$ cat src/rtl/id_operand_stage.sv
// id_operand_stage: decode-side operand fetch and ID/EX pipeline register.
//   Reads the two source operands from the register file and handles the
//   collision with a same-cycle writeback. It detects the load-use hazard
//   against the instruction already held in ID/EX, and drives a
//   valid/ready handshake toward EX. A saturating counter records the
//   cycles in which decode offers an instruction that this stage cannot
//   accept.
// Configuration macro: OPFWD_WB_BYPASS_EN
//   defined   : wb_rd is bypassed into a matching operand, with no stall.
//   undefined : the stage stalls one cycle until the register file holds
//               the new value.
// Ports:
//   clk, rst                     clock; asynchronous active-high reset
//   id_valid / id_ready          decode handshake
//   id_rs1Addr/id_rs2Addr/id_rdAddr, id_imm, id_ctrl, id_isLoad
//                                decoded instruction
//   rf_rs1Addr/rf_rs2Addr -> rf_rs1/rf_rs2
//                                register-file read port pair
//   wb_LoadRF, wb_rdAddr, wb_rd  writeback bus into the register file
//   ex_valid / ex_ready          execute handshake
//   ex_rs1, ex_rs2, ex_imm, ex_rdAddr, ex_ctrl, ex_isLoad
//                                registered ID/EX payload
//   flush                        kills the ID/EX contents
//   stall_cnt                    saturating count of stall cycles

// Per-operand select: zero register, writeback match, rf data.
module id_operand_sel (
  input  logic [4:0]  idx,
  input  logic [31:0] rf,
  input  logic        wb_LoadRF,
  input  logic [4:0]  wb_rdAddr,
  input  logic [31:0] wb_rd,
  output logic [31:0] op,
  output logic        wb_hit
);
  assign wb_hit = wb_LoadRF & (wb_rdAddr == idx) & (idx != 5'd0);
`ifdef OPFWD_WB_BYPASS_EN
  assign op = (idx == 5'd0) ? 32'h0 : (wb_hit ? wb_rd : rf);
`else
  // The stage stalls on wb_hit, so rf data is always current when it is used.
  logic unused_wb;
  assign unused_wb = ^wb_rd;
  assign op = (idx == 5'd0) ? 32'h0 : rf;
`endif
endmodule

module id_operand_stage #(
  parameter int CTRL_W = 16
) (
  input  logic              clk,
  input  logic              rst,
  input  logic              id_valid,
  output logic              id_ready,
  input  logic [4:0]        id_rs1Addr,
  input  logic [4:0]        id_rs2Addr,
  input  logic [4:0]        id_rdAddr,
  input  logic [31:0]       id_imm,
  input  logic [CTRL_W-1:0] id_ctrl,
  input  logic              id_isLoad,
  output logic [4:0]        rf_rs1Addr,
  output logic [4:0]        rf_rs2Addr,
  input  logic [31:0]       rf_rs1,
  input  logic [31:0]       rf_rs2,
  input  logic              wb_LoadRF,
  input  logic [4:0]        wb_rdAddr,
  input  logic [31:0]       wb_rd,
  output logic              ex_valid,
  input  logic              ex_ready,
  output logic [31:0]       ex_rs1,
  output logic [31:0]       ex_rs2,
  output logic [31:0]       ex_imm,
  output logic [4:0]        ex_rdAddr,
  output logic [CTRL_W-1:0] ex_ctrl,
  output logic              ex_isLoad,
  input  logic              flush,
  output logic [15:0]       stall_cnt
);
  localparam int NUM_OPS = 2;

  logic [NUM_OPS-1:0][4:0]  src_idx;
  logic [NUM_OPS-1:0][31:0] rf_data;
  logic [NUM_OPS-1:0][31:0] op;
  logic [NUM_OPS-1:0]       wb_hit;
  logic                     hz_lu, hz_wb, advance, take;

  assign rf_rs1Addr = id_rs1Addr;
  assign rf_rs2Addr = id_rs2Addr;
  assign src_idx    = {id_rs2Addr, id_rs1Addr};
  assign rf_data    = {rf_rs2, rf_rs1};

  for (genvar g = 0; g < NUM_OPS; g++) begin : g_op
    id_operand_sel u_sel (
      .idx      (src_idx[g]),
      .rf       (rf_data[g]),
      .wb_LoadRF(wb_LoadRF),
      .wb_rdAddr(wb_rdAddr),
      .wb_rd    (wb_rd),
      .op       (op[g]),
      .wb_hit   (wb_hit[g])
    );
  end

  // A load in ID/EX cannot feed its result to the next instruction. The
  // hazard clears once the load moves on, which gives exactly one bubble.
  assign hz_lu = ex_valid & ex_isLoad & (ex_rdAddr != 5'd0) &
                 ((ex_rdAddr == id_rs1Addr) | (ex_rdAddr == id_rs2Addr));

`ifdef OPFWD_WB_BYPASS_EN
  assign hz_wb = 1'b0;
`else
  assign hz_wb = |wb_hit;
`endif

  // ID/EX is free, or it is being drained on this edge. The second case
  // lets a new instruction enter on the same edge, giving full throughput.
  assign advance  = ~ex_valid | ex_ready;
  assign id_ready = ~rst & advance & ~hz_lu & ~hz_wb & ~flush;
  assign take     = id_valid & id_ready;

  always_ff @(posedge clk or posedge rst) begin
    if (rst) begin
      ex_valid  <= 1'b0;
      ex_rs1    <= '0;
      ex_rs2    <= '0;
      ex_imm    <= '0;
      ex_rdAddr <= '0;
      ex_ctrl   <= '0;
      ex_isLoad <= 1'b0;
    end else if (flush) begin
      ex_valid <= 1'b0;
    end else if (advance) begin
      ex_valid <= take;
      if (take) begin
        ex_rs1    <= op[0];
        ex_rs2    <= op[1];
        ex_imm    <= id_imm;
        ex_rdAddr <= id_rdAddr;
        ex_ctrl   <= id_ctrl;
        ex_isLoad <= id_isLoad;
      end
    end
  end

  always_ff @(posedge clk or posedge rst) begin
    if (rst)
      stall_cnt <= '0;
    else if (id_valid & ~id_ready & ~flush & (stall_cnt != 16'hFFFF))
      stall_cnt <= stall_cnt + 16'd1;
  end
endmodule

$ cat config.mk
export PLATFORM = sky130hd
export DESIGN_NAME = id_operand_stage
export DESIGN_NICKNAME = d
export VERILOG_FILES = /design/src/rtl/id_operand_stage.sv
export SDC_FILE = /design/constraint.sdc
export NUM_CORES = 1
export LEC_CHECK = 0
export BUFFER_PORTS_ARGS = -buffer_cell sky130_fd_sc_hd__buf_2
export CAP_MARGIN = 20
export CELL_PAD_IN_SITES_DETAIL_PLACEMENT = 2
export CELL_PAD_IN_SITES_GLOBAL_PLACEMENT = 2
export CORE_MARGIN = 5
export CORE_UTILIZATION = 26
export CTS_BUF_LIST = sky130_fd_sc_hd__clkbuf_8
export CTS_CLUSTER_SIZE = 40
export DETAILED_ROUTE_END_ITERATION = 16
export MAX_ROUTING_LAYER = met4
export PLACE_DENSITY = 0.78
export SETUP_SLACK_MARGIN = 0.02
export SLEW_MARGIN = 10
export SYNTH_ARGS = -nofsm -noshare
export SYNTH_HDL_FRONTEND = slang
export SYNTH_SLANG_ARGS = --single-unit
$ cat constraint.sdc
create_clock -name clk -period 5.5 [get_ports clk]
set_input_delay 0.275 -clock clk [delete_from_list [all_inputs] [get_ports clk]]
set_output_delay 0.275 -clock clk [all_outputs]
set_load 0.05 [all_outputs]
==> results.txt <==
----------------------------------------------------
[Finish]
  Layout cells sized above 1 ... 0.402
  Area added between synthesis and finish ... 35.3%
  Share of the core filled with cells ... 0.356
  Final-layout fill cell count ... 2,487
  Net total in the final layout ... 965
  Finished layout cell area ... 0.00774 mm2

[Timing]
  Final Skew ... 19.8 ps
  Tightest Pin Transition ... 903 ps
  Setup violations, final ... 0
  Worst slew margin ... 0.398
  Hold_ws ... 45.8 ps
  Minimum clock period ... 2940 ps
  Final Hold Vio Count ... 0
  Pins over their slew limit ... 0
  Period utilisation layout ... 0.534
  Total negative setup slack ... 0 ps
  Unrepaired setup endpoints after global routing ... false
  Highest clock frequency the design can meet ... 0.340 GHz

[Power and ir drop]
  Switching fraction of total power ... 0.445
  Combinational share of power ... 0.374
  Leakage power total ... 0.00405 uW
  P per Cell Area ... 446 mW/mm2
  VDD IR-drop max ... 0.138 mV
  Switching power summed over all nets ... 1540 uW
  Int Pwr ... 1920 uW
  Sequential group share of total power ... 0.377
  Clk network pwr share ... 0.248

[Clock network]
  CTS tree ... built
  Gates resized, CTS repair ... 0
  TritonCTS Buffers ... 17
  H-tree level count ... 4
  CTS clock-pin slew for the worst setup and hold paths ... 90 ps
  Number of buffers on the longest clock path ... 2
  Worst-Skew Late Latency ... 440 ps
  Cell chosen for the clock root ... clkbuf_8
  Setup Buffers After CTS ... 0
  Clock sinks ... 135

[Floorplan]
  Effective utilization at floorplan ... 0.263
  Total core area ... 0.0218 mm2
  Die boundary height ... 158 um
  Site Rows ... 54
  Die Width ... 158 um
  Ports ... 317
  Total Die Area ... 0.0251 mm2

[Yosys]
  Share of the synthesized area in the top cell type ... 0.590
  Multiplexer area fraction after synthesis ... 0.112
  Avg Synthesized Cell Area ... 11.0 um2
  Post-Synth Simple-Gate Area ... 0.140
  Async set-or-reset flop fraction in the synthesized netlist ... 1.00
  Adder and majority gate portion of the synthesized area ... 0.00219
  Seq/Total Area, Yosys ... 0.590
  Area of the mapped netlist ... 0.00572 mm2
  Cell types occupying the most area after synthesis ... dfrtp_1 59%, mux2_1 11%, nand2_1 9.2%
  Complex-gate fraction of the synthesized area ... 0.0628
  Net count after synthesis ... 693
  Leading post-synthesis cells by instance count ... 140 x nand2_1, 135 x dfrtp_1, 65 x o21ai_1, 56 x mux2_1, 25 x xnor2_1
  Synth unique cells ... 30
  Cell with the most instances after synthesis ... nand2_1
  Largest family of logic cells by synthesized area ... simple AND/OR/NAND/NOR gates
  Xor and xnor area share after synthesis ... 0.0505
  Count of flip-flops with a built-in enable after synthesis ... 0
  Cells after synthesis ... 521
  Flop and latch count out of synthesis ... 135
  Yosys Warn Count ... 0
  Most frequently used flop master after synthesis ... dfrtp_1
  Largest area contributor in the synthesized netlist ... dfrtp_1

[Drt]
  Met1 Routed Length ... 7.60 mm
  Number of nets still failing antenna checks after routing ... 0
  Total via count in the routed design ... 4,855
  Mean routed wirelength per cell ... 17.4 um
  Highest routing layer actually used ... met4
  Post-DR vias/cell ... 4.46
  Routed length on met2 ... 9.61 mm
  Drt drc ... 0
  1st-iter DRT viols ... 122
  Detailed-router iteration count before antenna repair ... 4
  Final Routed Wirelength ... 18.9 mm
  Sum of met3 wire segment lengths after detailed routing ... 1.37 mm

[GRT]
  First-pass GRT wire length ... 29.3 mm
  Global routing usage summed across all routing layers ... 0.154
  Largest net degree at the start of global routing ... 96
  Initial antenna violation count ... 2
  Grt total ovfl ... 0
  Number of global-route vias before repair ... 5,331

[Placement]
  Placed cell area ... 0.00732 mm2
  Final weighted congestion of routability-driven global placement ... 0.791
  Detailed placer's ending HPWL ... 14.4 mm
  Number of buffers added on ports ... 284

[Run]
  Number of maximum-capacitance violations ... 0

[Outcome]
  Status ... finished, final reports clean

[Worst hold path]
  Source of the worst hold timing path ... id_imm[30]
  Worst hold path depth ... 2
  Type of the most critical hold path ... in -> reg
  Terminating pin of the worst hold path ... ex_imm[30]

[Critical path]
  Critical Path Sink Type ... output pin
  Required time of the critical path ... 5220 ps
  Max Fanout on Critical Path ... 69
  Setup crit start kind ... input pin
  Worst Path Class, Setup ... in -> out
  Worst R2R Path Depth ... 5
  R2r endpoint ... ex_imm[4]
  Arrival time at the worst endpoint ... 2660 ps
  Reg2Reg Launch Point ... ex_rdAddr[2]
  Minimum setup slack among reg-to-reg paths ... 2750 ps

----------------------------------------------------
-- layout by cell type (no fill, tap or decap), types with 2 or more instances in the layout --
cell type | netlist | final
and3_1 | 7 | 7
buf_2 | 10 | 284
buf_4 | 10 | 4
bufinv_16 | 0 | 2
clkbuf_8 | 0 | 19
clkinv_4 | 0 | 2
clkinvlp_4 | 0 | 5
dfrtp_1 | 135 | 135
diode_2 | 0 | 2
inv_1 | 2 | 2
inv_6 | 0 | 4
mux2_1 | 56 | 56
nand2_1 | 140 | 140
nand2b_1 | 2 | 2
nand3_1 | 10 | 10
nand4_1 | 9 | 9
nor2_1 | 9 | 9
nor3_1 | 2 | 2
nor4_1 | 2 | 2
o21ai_1 | 65 | 65
xnor2_1 | 25 | 25
xor2_1 | 8 | 8
-- how the worst max path moves through the flow --
stage	startpoint	endpoint	slack, ps	cells after the start
after global routing	rst	id_ready	2280	7
after global placement	id_rs2Addr[1]	ex_ctrl[0]	2660	9
after CTS	rst	id_ready	2510	7
after floorplan	rst	id_ready	560	5
after detailed placement	id_rs2Addr[1]	ex_ctrl[12]	2620	9
final	rst	id_ready	2560	7
-- repair_timing --
action                                  CTS  global route
endpoints found under the hold margin    67             0
hold buffers                              1             0
endpoints found under the setup margin    0             0
-- area by class of cell --
class                           count  area (um2)  share of cell area
Sequential cell                   135        3380               0.436
Multi-Input combinational cell    347        2110               0.272
Timing Repair Buffer              290        1480               0.191
Tap cell                          280         350              0.0452
Clock buffer                       19         262              0.0338
Clock inverter                     13         145              0.0187
Inverter                            2        12.5             0.00162
Antenna cell                        2        5.00            0.000646
-- flip-flops by register name (all words and copies together) (netlist names) --
register and cells:
ex_ctrl 16, ex_imm 32, ex_isLoad 1, ex_rdAddr 5, ex_rs1 32, ex_rs2 32
ex_valid 1, stall_cnt 16
-- cell families after synthesis --
family	count (synthesis)
fa+ha+maj	1
xor+xnor	33
simple gates	188
compound gates	68
flops	135
buf+inv	39
mux	57
-- stage by stage --
stage | total power, uW | setup slack (ps) | cells
after global placement | 2600 | 2660 | 1053
after floorplan | 2270 | 558 | 521
after detailed placement | 2640 | 2620 | 1053
after global routing | 3650 | 2280 | 1088
final | 3450 | 2560 | 1088
after CTS | 3520 | 2510 | 1086
-- critical path, stage by stage --
cell and delay [ps]:
dlygate4sd3_1 540, buf_2 150, inv_6 450, and4_1 370, nand2_1 350, nor2_1 180
buf_2 280
-- layer usage --
metal  up-vias  track usage
met5         -            -
met4         0       0.0398
li1       2276            -
met2       160        0.265
met3        19       0.0429
met1      2400        0.179
-- power by group through the flow --
stage	logic [uW]	clock network, uW	registers (uW)
6_report	1290	857	1300
5_1_grt	1370	948	1330
4_1_cts	1320	897	1310
3_5_place_dp	1310	0	1330
3_3_place_gp	1290	0	1310
2_1_floorplan	255	0	2010
Note: power is estimated with default switching activity, not from simulation.
